--- src/rtl/dco_fll_ctrl.sv ---
// dco_fll_ctrl: SAR-then-track frequency-locking loop for an 8-bit DCO
//   clk      system clock            rst_n   async active-low reset
//   ena      enable, low forces IDLE start   one-cycle acquisition request
//   target   wanted DCO edges/window  dco_clk raw DCO output (async)
//   dco_code DCO control code        meas    edge count of last window
//   busy     not IDLE                locked  frequency lock indicator
module dco_fll_ctrl #(
  parameter int WIN_CYCLES = 256,
  parameter int SETTLE_CYC = 16,
  parameter int CNT_W = 12,
  parameter int TOL = 1,
  parameter int LOCK_N = 4
) (
  input  logic             clk,
  input  logic             rst_n,
  input  logic             ena,
  input  logic             start,
  input  logic [CNT_W-1:0] target,
  input  logic             dco_clk,
  output logic [7:0]       dco_code,
  output logic [CNT_W-1:0] meas,
  output logic             busy,
  output logic             locked
);
  localparam int TMAX = WIN_CYCLES > SETTLE_CYC ? WIN_CYCLES : SETTLE_CYC;
  localparam int TW = $clog2(TMAX + 1);
  localparam int LW = $clog2(LOCK_N + 1);
  localparam logic [TW-1:0] WIN_LAST = TW'(WIN_CYCLES - 1);
  localparam logic [TW-1:0] SET_LAST = TW'(SETTLE_CYC - 1);
  localparam logic [LW-1:0] LOCK_MAX = LW'(LOCK_N);
  localparam logic [CNT_W:0] TOL_X = (CNT_W + 1)'(TOL);
  typedef enum logic [1:0] {IDLE, SETTLE, MEASURE, DECIDE} state_t;
  state_t state, state_nxt;
  logic s1, s2, s3, rise, tmr_done, hi, lo, phase;
  logic [TW-1:0] tmr;
  logic [CNT_W-1:0] cnt, cnt_inc, tgt;
  logic [2:0] bit_idx;
  logic [LW-1:0] lock_cnt;
  logic [7:0] sar_code;
  assign busy = state != IDLE;
  assign rise = s2 & ~s3;
  assign tmr_done = tmr == (state == SETTLE ? SET_LAST : WIN_LAST);
  // saturating increment; also feeds meas so an edge in the last window cycle counts
  assign cnt_inc = (rise && !(&cnt)) ? cnt + 1'b1 : cnt;
  // one extra bit so target+TOL and meas+TOL cannot wrap
  assign hi = {1'b0, meas} > {1'b0, tgt} + TOL_X;
  assign lo = {1'b0, meas} + TOL_X < {1'b0, tgt};
  always_comb begin
    sar_code = dco_code;
    if (meas > tgt) sar_code[bit_idx] = 1'b0;
    if (bit_idx != 3'd0) sar_code[bit_idx - 3'd1] = 1'b1;
  end
  always_comb begin
    state_nxt = state;
    state_nxt = !ena ? IDLE :
                state == IDLE ? (start ? SETTLE : IDLE) :
                state == SETTLE ? (tmr_done ? MEASURE : SETTLE) :
                state == MEASURE ? (tmr_done ? DECIDE : MEASURE) : SETTLE;
  end
  always_ff @(posedge clk or negedge rst_n)
    if (!rst_n) {s1, s2, s3} <= 3'b000;
    else {s1, s2, s3} <= {dco_clk, s1, s2};
  always_ff @(posedge clk or negedge rst_n)
    if (!rst_n) state <= IDLE;
    else state <= state_nxt;
  always_ff @(posedge clk or negedge rst_n) begin
    if (!rst_n) begin
      tmr <= '0;
      cnt <= '0;
      meas <= '0;
      tgt <= '0;
      dco_code <= 8'h80;
      bit_idx <= 3'd7;
      phase <= 1'b0;
      lock_cnt <= '0;
      locked <= 1'b0;
    end else begin
      tmr <= (ena && (state == SETTLE || state == MEASURE) && !tmr_done) ? tmr + 1'b1 : '0;
      if (!ena) begin
        cnt <= '0;
        locked <= 1'b0;
      end else begin
        case (state)
          IDLE: if (start) begin
            tgt <= target;
            dco_code <= 8'h80;
            bit_idx <= 3'd7;
            phase <= 1'b0;
            lock_cnt <= '0;
            locked <= 1'b0;
          end
          SETTLE: if (tmr_done) cnt <= '0;
          MEASURE: begin
            cnt <= cnt_inc;
            if (tmr_done) meas <= cnt_inc;
          end
          DECIDE: if (!phase) begin
            dco_code <= sar_code;
            if (bit_idx != 3'd0) bit_idx <= bit_idx - 3'd1;
            else phase <= 1'b1;
          end else if (hi) begin
            dco_code <= dco_code - {7'd0, |dco_code};
            lock_cnt <= '0;
            locked <= 1'b0;
          end else if (lo) begin
            dco_code <= dco_code + {7'd0, ~&dco_code};
            lock_cnt <= '0;
            locked <= 1'b0;
          end else begin
            if (lock_cnt != LOCK_MAX) lock_cnt <= lock_cnt + 1'b1;
            locked <= lock_cnt >= LOCK_MAX - LW'(1);
          end
          default: ;
        endcase
      end
    end
  end
endmodule

--- config.mk ---
export PLATFORM = sky130hd
export DESIGN_NAME = dco_fll_ctrl
export DESIGN_NICKNAME = d
export VERILOG_FILES = /design/src/rtl/dco_fll_ctrl.sv
export SDC_FILE = /design/constraint.sdc
export NUM_CORES = 1
export LEC_CHECK = 0
export BUFFER_PORTS_ARGS = -buffer_cell sky130_fd_sc_hd__buf_2
export CORE_MARGIN = 4
export CORE_UTILIZATION = 55
export DETAILED_ROUTE_END_ITERATION = 10
export PLACE_DENSITY = 0.77
export SETUP_SLACK_MARGIN = 0.02
export SLEW_MARGIN = 20
export SYNTH_ARGS = -nofsm -noshare
export SYNTH_HDL_FRONTEND = slang
export SYNTH_SLANG_ARGS = --single-unit
--- constraint.sdc ---
create_clock -name clk -period 4.2 [get_ports clk]
set_input_delay 0.84 -clock clk [delete_from_list [all_inputs] [get_ports clk]]
set_output_delay 0.84 -clock clk [all_outputs]
set_load 0.05 [all_outputs]
### After elaboration in Yosys (flattened, before gate mapping)

Index checks and enable logic that the tools add are counted.

| storage, ports and cells | value |
|---|---|
| bits in registers | 66 |
| latch bits | 0 |
| bits in writable memories | 0 |
| bits in read-only memories | 0 |
| input bits | 17 |
| memories kept | 0 |

| cells by class | value |
|---|---|
| add/sub/neg operators | 8 |
| multiply operators | 0 |
| divide/modulo/power cells | 0 |
| order comparisons | 8 |
| equality and inequality tests | 16 |
| shift operators | 0 |
| mux-type cells | 43 |
| bitwise operators | 5 |
| reduce and logical (&&, ||, !) cells | 24 |

Operators by type and width:

| cell | number |
|---|---|
| $mux W8 | 7 |
| $mux W12 | 3 |
| $add A12 B1 Y13 const B | 2 |
| $mux W3 | 8 |
| $pmux W12 S2 | 1 |
| $pmux W8 S2 | 1 |
| $gt A12 B13 Y1 | 1 |
| $lt A13 B12 Y1 | 1 |
| $add A12 B1 Y12 const B | 1 |
| $gt A12 B12 Y1 | 1 |
| $ne A3 B3 Y1 const B | 4 |
| $pmux W3 S2 | 2 |
| $reduce_and A12 Y1 | 1 |
| $reduce_and A3 Y1 | 4 |
| $mux W1 | 11 |
| $mux W2 | 5 |
| $reduce_and A5 Y1 | 2 |
| $add A9 B1 Y9 const B | 1 |
| $eq A9 B8 Y1 | 1 |
| $mux W9 | 1 |
| $add A8 B1 Y8 | 1 |
| $and A8 B8 Y8 | 1 |
| $lt A3 B4 Y1 const B | 2 |
| $ne A2 B2 Y1 const B | 4 |
| 25 further kinds | 38 |

### Depth between registers and ports, before layout

Gate-level depths: netlist of run 1.

| depth | value |
|---|---|
| depth after elaboration | 11 |
| gate-level depth with buffers | 22 |
| depth with buffers taken out | 22 |

### Worst setup path before layout of run 1

OpenSTA, ideal clock, no wires.

| path | value |
|---|---|
| kind | register -> register |
| start | register tgt[2] |
| end | register dco_code[6] |
| library setup time | 0.128 ns |
| arrival time | 4.275 ns |
| data required time | 4.072 ns |
| setup slack | -0.203 ns |
| cell stages (with the launch flop) | 23 |
| path buffers | 0 |
| cell sequence | dfrtp_1 > inv_1 > nor3_1 > nand3_1 > nor3_1 > nand3_1 > xnor2_1 > ha_1 > nand3_1 > nor2_1 > a2111oi_4 > a21oi_2 > nor3_1 > a21oi_1 > ha_1 > fa_1 > a21o_1 > a311o_1 > a21oi_1 > xnor2_1 > nand2_1 > a21oi_1 > mux2_1 |

| between the ends | value |
|---|---|
| cells in the longest elaborated chain, start to end | 6 |

RTL lines:

| item | line | RTL |
|---|---|---|
| from (decl) | 36 | `logic [CNT_W-1:0] cnt, cnt_inc, tgt;` |
| from (signal assigned) | 85 | `tgt <= target;` |
| branches (longest 6 deep; another with $add A12 B1 Y13) | -- |  |
| to (signal assigned) | 98 | `dco_code <= sar_code;` |
| to (signal assigned) | 102 | `dco_code <= dco_code - {7'd0, \|dco_code};` |
| to (signal assigned) | 106 | `dco_code <= dco_code + {7'd0, ~&dco_code};` |
| to (decl) | 20 | `output logic [7:0] dco_code,` |

Parallel ways; which one is timed is not known.
A chain may end at the register's enable or synchronous reset.

### Final worst setup path of run 1

| path | value |
|---|---|
| start | register tgt[3] |
| end | register dco_code[7] |

Same word-level chain as after synthesis.

==> results.md, run 1 <==
- The analysis attributes to cell leakage a power of 2.743 nW.
- The cell area after placement is 5470 um2.
- The register share of total power is 42.9%.
- At the worst endpoint, the required time is 4470 ps.
- The worst hold path begins at s1$_DFF_PN0_.
- The die covers 10740 um2.
- The synthesized cell area is 5029 um2.
- The arithmetic-cell share of the synthesized area counting full adders, half adders and majority gates is 14.33%.
- The worst slack at placement is -96.86 ps.
- The first detailed-routing pass ran for 4 iterations.
- Cells with a size suffix above 1 make up 22.47% of the layout.
- Clock-pin slew was measured on the worst setup and hold paths at 70 ps.
- The worst register-to-register path begins at tgt[3]$_DFFE_PN0P_.
- From left edge to right edge, the die measures 103.6 um.
- Global routing used 23.99% of the available tracks.
- In the routed design, unresolved DRC markers number 0.
- The die height is 103.6 um.
- For the pin with the worst max-slew slack, the measured transition is 889.5 ps.
- Measured against its own limit, the worst slew margin works out to 40.70%.
- Buffers placed on the I/O ports in this run total 38.
- The fraction of power spent switching nets is 31.46%.
- The final worst-path cycle share is 102.9%.
- The signal on the critical path passes through inv_2 > nor3_2 > nand3_1 > nor3_2 > nand3_1 > xnor2_1 > ha_1 > nand3_2 > a21oi_1 > a2111oi_4 > buf_4 > buf_4 > a21oi_4 > ha_1 > a21o_1 > a211o_1 > nor4_2 > nor3_1 > xor2_1 > a32o_1 > a32oi_1.
- The number of flops mapped to enable cells by yosys is 0.
- In this design, the largest share of critical-path delay is due to compound AO/OA/AOI/OAI gates.
- The final instance area is 5828 um2.
- For this run, asynchronously set or reset flops after synthesis account for 100.0%.
- In this run, the clock network consumes 32.8% of the power.
- Clock latency on the worst-skew pair, taken at its later pin, is 350 ps.
- The worst setup path is launched from a register.
- After synthesis, the mean cell area works out to 9.110 um2.
- The highest clock rate is 0.2313 GHz.
- The slowest stage cell on the critical path is sky130_fd_sc_hd__dfrtp_1.
- The endpoint type of the worst setup path is a register.
- The synthesized design contains 66 register bits.
- Across the routed clock network, the largest skew measured is 9.841 ps.
- The number of antenna violations at the first check in global routing came to 0.
- In this run, the combinational gates consume 24.3% of the power.
- The number of failing hold endpoints at the final stage is 0.
- The post-synthesis cell type count is 69.
- The first global-routing pass estimated 21.34 mm of wire.
- The wire length the detailed router placed on met1 is 5.573 mm.
- The type of the worst min-delay path is reg2reg.
- The number of global-route vias before repair is 4395.
- Counting every instance in the synthesized netlist gives 552.
- The number of slew-limit violations in the final report is 0.
- The final hold slack is 356.6 ps.
- The number of vias in the routed layout is 4415.
- Wires add up to 12.48 mm.
- The most common cell after layout, fill and taps aside is sky130_fd_sc_hd__dfrtp_1.
- The checks that failed: setup timing.
- Dividing the detail-routed wire length by the instance count gives 17.07 um.
- In this design, the stage delay of the slowest critical-path cell is 370 ps.
- The cell sitting at the root of the clock tree is a sky130_fd_sc_hd__clkbuf_8.
- The row count is 34.
- For this design, the sink count on the clock tree is 66.
- The top cell types in the final layout, fill and taps aside, are 62 x sky130_fd_sc_hd__dfrtp_1, 51 x sky130_fd_sc_hd__ha_1, 47 x sky130_fd_sc_hd__nand2_1, 47 x sky130_fd_sc_hd__nor2_1, 37 x sky130_fd_sc_hd__buf_2.
- The part of the Yosys area used for sequential elements is 32.94%.
- The reported max-cap violation count is 0.
- Yosys printed 0 warnings.
- Counting both buffers and inverters, the worst setup path holds a total of 3.
- Setup repair after global routing could not meet its margin everywhere.
- The placeable core region is 8806 um2.
- In this run the remaining antenna-violating nets after routing total 0.
- The final estimated routing congestion in global placement is 0.9294.
- For this design the ratio of total power to cell area is 282.8 nW/um2.
- The total global routing overflow is 0.
- The initial cell density of the core is 57.10%.
- For this design the total switching power over the nets is 0.5184 mW.
- Detailed placement ended at an HPWL of 9.323 mm.
- The xor/xnor share of the synthesized area is 7.664%.
- The final-stage net count is 692.
- The number of buffers created by CTS is 9.
- Among all flip-flop cells after synthesis, the most frequent one is sky130_fd_sc_hd__dfrtp_1.
- The number of top-level pins is 39.
- The startpoint of the worst setup timing path is tgt[3]$_DFFE_PN0P_.
- The setup path with the least slack is of type reg2reg.
- The routed length on met2 is 5.831 mm.
- The post-synthesis net count is 626.
- The final critical delay including setup and external delays is 4323 ps.
- The internal power component is 1.130 mW.
- Summing the areas of all and, or, nand and nor instances in the mapped netlist gives 19.63% of the synthesized area.
- The routed design uses 794 um of met3 wire.
- The deepest clock path buffer count is 2.
- Setup violations remaining at the end of the flow were counted as 2.
- Of all nets on the critical path, the largest fanout is 7.
- The largest net degree at the start of global routing is 49.
- After synthesis, the share of cell area in mux cells is 3.110%.
- The synthesis-to-layout area growth is 15.90%.
- The final antenna diode count is 0.
- The TritonCTS clock tree is built.
- Dividing the detail-routed via count by the number of cells gives 6.040.
- The data arrival at the endpoint of the critical path is 4590 ps.
- The detailed router used layers up to and including met4.
- In this run, the number of DRC markers left after iteration 0 of detailed routing was 240.
- The largest family of logic cells by synthesized area is simple AND/OR/NAND/NOR gates.
- The deepest level of the CTS H-tree is 3.
- The compound-gate portion of the synthesized area is 18.61%.
- The run finished, with violations left.
- The worst-case IR drop observed on VDD is 0.0002231 V.
- After layout, the worst setup slack is -123.4 ps.
cells by family after synthesis:
family,count (synthesis)
flip-flops,66
XOR/XNOR,44
AO/OA/AOI/OAI,130
multiplexers,14
buffers and inverters,48
adder cells (fa/ha/maj),57
AND/OR/NAND/NOR,193
final cells by class:
cell class                 instances  area (um2)
clock buffer                      12       145.1
clock inverter                     4       51.30
fill                             718        2978
inverter                          33       123.9
multi-input combinational        438        3283
sequential                        66        1657
tap                              108       135.1
timing repair buffer              70       432.9
power by group through the flow:
| stage | sequential (mW) | combinational (mW) | clock (mW) |
|---|---|---|---|
| 2_1_floorplan | 0.711 | 0.254 | 0 |
| 3_3_place_gp | 0.715 | 0.360 | 0 |
| 3_5_place_dp | 0.717 | 0.377 | 0 |
| 4_1_cts | 0.704 | 0.389 | 0.557 |
| 5_1_grt | 0.710 | 0.447 | 0.583 |
| 6_report | 0.706 | 0.400 | 0.541 |
synthesized netlist by cell type (4+ instances only):
master	n	area, um2
sky130_fd_sc_hd__nand2b_1	4	25.02
sky130_fd_sc_hd__nor2_1	48	180.2
sky130_fd_sc_hd__dfrtp_1	62	1551
sky130_fd_sc_hd__ha_1	56	700.7
sky130_fd_sc_hd__a21oi_1	34	170.2
sky130_fd_sc_hd__o31ai_1	4	30.03
sky130_fd_sc_hd__mux2_2	12	135.1
sky130_fd_sc_hd__inv_1	33	123.9
sky130_fd_sc_hd__nor3_1	16	80.08
sky130_fd_sc_hd__dfstp_2	4	105.1
sky130_fd_sc_hd__and4_1	6	52.55
sky130_fd_sc_hd__nor4_1	7	43.79
sky130_fd_sc_hd__nand4_1	10	62.56
sky130_fd_sc_hd__and3_1	9	56.30
sky130_fd_sc_hd__xor2_1	11	96.34
sky130_fd_sc_hd__o21ai_0	25	125.1
sky130_fd_sc_hd__buf_2	5	25.02
sky130_fd_sc_hd__a32o_1	4	40.04
sky130_fd_sc_hd__clkbuf_1	9	33.78
sky130_fd_sc_hd__a21o_1	7	52.55
sky130_fd_sc_hd__o21ai_1	7	35.03
sky130_fd_sc_hd__nand3_1	24	120.1
sky130_fd_sc_hd__xnor2_1	33	289.0
sky130_fd_sc_hd__nand2_1	47	176.4
sky130_fd_sc_hd__a31oi_1	9	56.30
final timing paths:
path	to	depth (start not counted)	slack, ps
max in group asynchronous	meas[8]$_DFFE_PN0P_	2	2960
min in group asynchronous	tmr[0]$_DFF_PN0_	1	510
worst max register to register	dco_code[7]$_DFFE_PN1P_	21	-120
worst min register to register	s2$_DFF_PN0_	0	360
worst min-delay path	s2$_DFF_PN0_	0	360
worst max-delay path	dco_code[7]$_DFFE_PN1P_	21	-120
worst reg2reg max path, delay by kind of cell (launching register included):
| family | cells | cell delay, ps |
|---|---|---|
| adders and majority gates | 2 | 590 |
| buffers and inverters | 3 | 330 |
| DFF | 1 | 370 |
| and+or+nand+nor | 7 | 1050 |
| AOI/OAI and AO/OA | 7 | 1570 |
| xor gates and xnor gates | 2 | 320 |
routing by layer:
layer	track usage, %	vias to the layer above
li1	-	2144
met5	0	-
met1	31.94	2115
met3	5.535	21
met4	7.882	0
met2	38.79	135
flip-flops by register name (all words and copies together) (netlist names):
register,count
s2,1
phase,1
dco_code,8
tmr,9
cnt,12
bit_idx,3
meas,12
locked,1
lock_cnt,3
tgt,12
s3,1
state,2
s1,1
what timing repair did:
action / in CTS / in global routing
buffers inserted: 3 / 7
pin swaps: 5 / 16
setup endpoints to repair: 2 / 3
gates resized for setup: 3 / 12
hold buffers: 0 / 0
stage by stage:
| stage | utilization [%] | total power [mW] | TNS [ps] | cells |
|---|---|---|---|---|
| finish | 66.18 | 1.648 | -173.7 | 731 |
| detailed placement | 62.12 | 1.094 | -166.6 | 705 |
| global placement | 62.12 | 1.076 | 0 | 705 |
| floorplan | - | 0.9644 | 0 | 552 |
| global route | 66.18 | 1.740 | -1108 | 731 |
| CTS | 64.78 | 1.650 | 0 | 724 |
Power figures use the tool's default switching activity.
==> run 2: changes to the inputs <==
--- a/config.mk
+++ b/config.mk
@@ -7,9 +7,10 @@
 export LEC_CHECK = 0
 export BUFFER_PORTS_ARGS = -buffer_cell sky130_fd_sc_hd__buf_2
 export CORE_MARGIN = 4
-export CORE_UTILIZATION = 55
+export CORE_UTILIZATION = 57
+export CTS_BUF_LIST = sky130_fd_sc_hd__clkbuf_8
 export DETAILED_ROUTE_END_ITERATION = 10
-export PLACE_DENSITY = 0.77
+export PLACE_DENSITY = 0.79
 export SETUP_SLACK_MARGIN = 0.02
 export SLEW_MARGIN = 20
 export SYNTH_ARGS = -nofsm -noshare
==> run 2 against run 1 <==
Against the previous run:
- the flow still finishes with violations (setup timing)
- final area increased by 1.8%
- largest power group unchanged
- clock-buffer cell count decreased by 3
- final cell count rose by 0.27%
- critical path type unchanged
==> results.md, run 2 (synthesis gave the netlist of run 1 again) <==
- The tightest min-delay check is of the reg2reg type.
- In this run the power spent charging and discharging nets is 0.5609 mW.
- The critical-path maximum fanout is 3.
- The clock input transition at the sequential cells of the worst setup and hold paths is 80 ps.
- The final clock skew is 10.60 ps.
- The total negative slack is -82.90 ps.
- The run finished, with violations left.
- Setup violations remaining at the end of the flow were counted as 2.
- The placeable core region is 8636 um2.
- The clock network burns 34.5% of the power.
- Combinational cells account for 24.8% of the total power.
- The final reports fail on setup timing.
- The first TritonRoute pass finished after 5 iterations.
- Once the floorplan was initialized, standard cells occupied 58.23% of the core.
- The critical path data required time is 4450 ps.
- CTS saw 66 sinks.
- The fraction of final layout cells with drive strength greater than 1 is 24.32%.
- The number of antenna-violating nets in the routed design is 0.
- The number of vias per cell after detailed routing is 6.205.
- For the worst-skew pair, the clock arrives at the later sink with an insertion delay of 360 ps.
- The deepest level of the CTS H-tree is 3.
- The global-route wire length before repair is 20.98 mm.
- Global routing used 25.45% of the available tracks across all layers.
- The number of slew-limit violations in the final report is 0.
- Leaving out fill and tap cells, the most frequent cells in the layout are 62 x sky130_fd_sc_hd__dfrtp_1, 51 x sky130_fd_sc_hd__ha_1, 47 x sky130_fd_sc_hd__nand2_1, 46 x sky130_fd_sc_hd__nor2_1, 37 x sky130_fd_sc_hd__buf_2.
- The die height is 101.9 um.
- Dividing the detail-routed wire length by the instance count gives 18.02 um.
- For this block, the initial DRC count from the detailed router was 268.
- The reported max-cap violation count is 0.
- The largest registers in the layout are cnt x12, meas x12, tgt x12.
- Net switching is 32.14% of the power.
- The highest clock rate is 0.2353 GHz.
- The final critical delay including setup and external delays is 4250 ps.
- The headroom to the max-slew limit is 42.41%.
- The deepest clock path buffer count is 2.
- The TritonCTS clock tree is built.
- The tree is rooted in a sky130_fd_sc_hd__clkbuf_8.
- The floorplan has 34 rows.
- The number of buffers created by CTS is 9.
- The number of buffers inserted by port buffering is 38.
- STA classifies the critical path startpoint as a register.
- At the pin with the least slew margin, the transition time is 863.9 ps.
- Sequential cells burn 40.7% of the power.
- Once detailed placement completed, the half-perimeter wirelength came to 9.174 mm.
- The total wire length is 13.21 mm.
- For this design the ratio of total power to cell area is 294.3 nW/um2.
- The area growth from synthesis to layout is 17.94%.
- For this block, the via count after detailed routing is 4548.
- The most common cell after layout, fill and taps aside is sky130_fd_sc_hd__dfrtp_1.
- The final total power is 1.745 mW.
- The layout has 655 filler cells.
- The internal power component is 1.184 mW.
- The worst-case setup margin in the final layout is -49.86 ps.
- The number of global-route vias before repair is 4428.
- The endpoint type of the worst setup path is a register.
- The number of failing hold endpoints at the final stage came to 0.
- In the final design database the tool counted 694 nets.
- The full die area is 10390 um2.
- The number of top-level pins is 39.
- The maximum vdd ir drop is 0.0001857 V.
- STA puts the critical path data arrival time at 4500 ps.
- In the finished design, the share of the clock period the worst path needs comes to 101.2%.
- The floorplan step set the die width to 101.9 um.
- The number of antenna diodes in the final layout is 0.
- The static leakage power is 2.773 nW.
- The final estimated routing congestion in global placement is 0.8733.
- Setup repair after global routing could not meet its margin everywhere.
- The final routed DRC violation total is 0.
- The number of antenna violations at the first check in global routing came to 0.
- After global routing the overflow that remains totals 0.
- The setup path with the least slack is of type reg2reg.
- Entering global routing, the biggest net connects 46 pins.
-- run 2: cell count changes in the layout (fill, tap and decap cells not counted), sizes merged --
cell,previous run,this run
clkbuf,12,9
buf,70,72
bufinv,1,2
clkinv,2,3
clkinvlp,1,2
-- run 2: what timing repair did --
action | 4_1_cts | 5_1_grt
endpoints found under the setup margin | 2 | 4
pin swaps | 8 | 23
hold buffers | 0 | 0
buffers inserted | 6 | 10
resized for setup | 5 | 24
-- run 2: power by group through the flow --
stage                     Sequential, mW  Clock (mW)  Combinational, mW
after floorplan                    0.711           0              0.254
after global placement             0.715           0              0.353
after detailed placement           0.717           0              0.370
after CTS                          0.704       0.606              0.386
after global routing               0.714       0.642              0.476
final                              0.710       0.603              0.432
-- run 2: metal layers --
layer	wire (um)	GRT usage, %	vias to the layer above
li1	-	-	2152
met1	5734	33.51	2193
met2	6277	40.90	158
met3	751	5.051	45
met4	444	11.20	0
met5	0	0	-
-- run 2: through the flow --
step / setup slack [ps] / utilization (%) / instances / cell area [um2] / hold WS [ps]
2_1_floorplan: 26.49 / - / 552 / 5042 / 331.2
3_3_place_gp: 68.52 / 63.00 / 701 / 5440 / 334.3
3_5_place_dp: -102.8 / 63.00 / 701 / 5440 / 337.1
4_1_cts: 23.56 / 66.33 / 723 / 5728 / 353.6
5_1_grt: -287.1 / 68.68 / 733 / 5931 / 360.6
6_report: -49.86 / 68.68 / 733 / 5931 / 351.7
-- run 2: cell type report --
type	instances	area, um2	share of cell area (%)
Sequential cell	66	1657	27.93
Clock inverter	7	93.84	1.582
Inverter	33	123.9	2.089
Clock buffer	9	123.9	2.089
Timing Repair Buffer	72	451.7	7.616
Multi-Input combinational cell	438	3346	56.41
Tap cell	108	135.1	2.278
-- run 2: critical path, cell delays in order, from the launching register on --
cell and delay (ps):
sky130_fd_sc_hd__dfrtp_1 390, sky130_fd_sc_hd__inv_2 80, sky130_fd_sc_hd__nor3_4 200, sky130_fd_sc_hd__nand3_2 150, sky130_fd_sc_hd__nor3_4 170, sky130_fd_sc_hd__buf_4 150, sky130_fd_sc_hd__xnor2_1 60, sky130_fd_sc_hd__ha_1 350
sky130_fd_sc_hd__nand3_2 110, sky130_fd_sc_hd__a21oi_2 80, sky130_fd_sc_hd__a2111oi_4 370, sky130_fd_sc_hd__a21oi_2 140, sky130_fd_sc_hd__nor3_2 120, sky130_fd_sc_hd__a21oi_1 60, sky130_fd_sc_hd__ha_2 200, sky130_fd_sc_hd__fa_2 390
sky130_fd_sc_hd__a21o_1 210, sky130_fd_sc_hd__a311o_1 280, sky130_fd_sc_hd__a21oi_2 150, sky130_fd_sc_hd__xnor2_1 70, sky130_fd_sc_hd__nand2_1 90, sky130_fd_sc_hd__a21oi_2 60, sky130_fd_sc_hd__mux2_4 260
-- run 2: path summary, 6_finish.rpt --
kind	start	end	slack [ps]	depth (start not counted)
setup reg to reg	tgt[4]$_DFFE_PN0P_	dco_code[6]$_DFFE_PN0P_	-50	22
hold reg to reg	s1$_DFF_PN0_	s2$_DFF_PN0_	350	0
max in group asynchronous	rst_n	dco_code[7]$_DFFE_PN1P_	3040	2
hold / removal	s1$_DFF_PN0_	s2$_DFF_PN0_	350	0
min in group asynchronous	rst_n	tgt[6]$_DFFE_PN0P_	480	1
setup / recovery	tgt[4]$_DFFE_PN0P_	dco_code[6]$_DFFE_PN0P_	-50	22
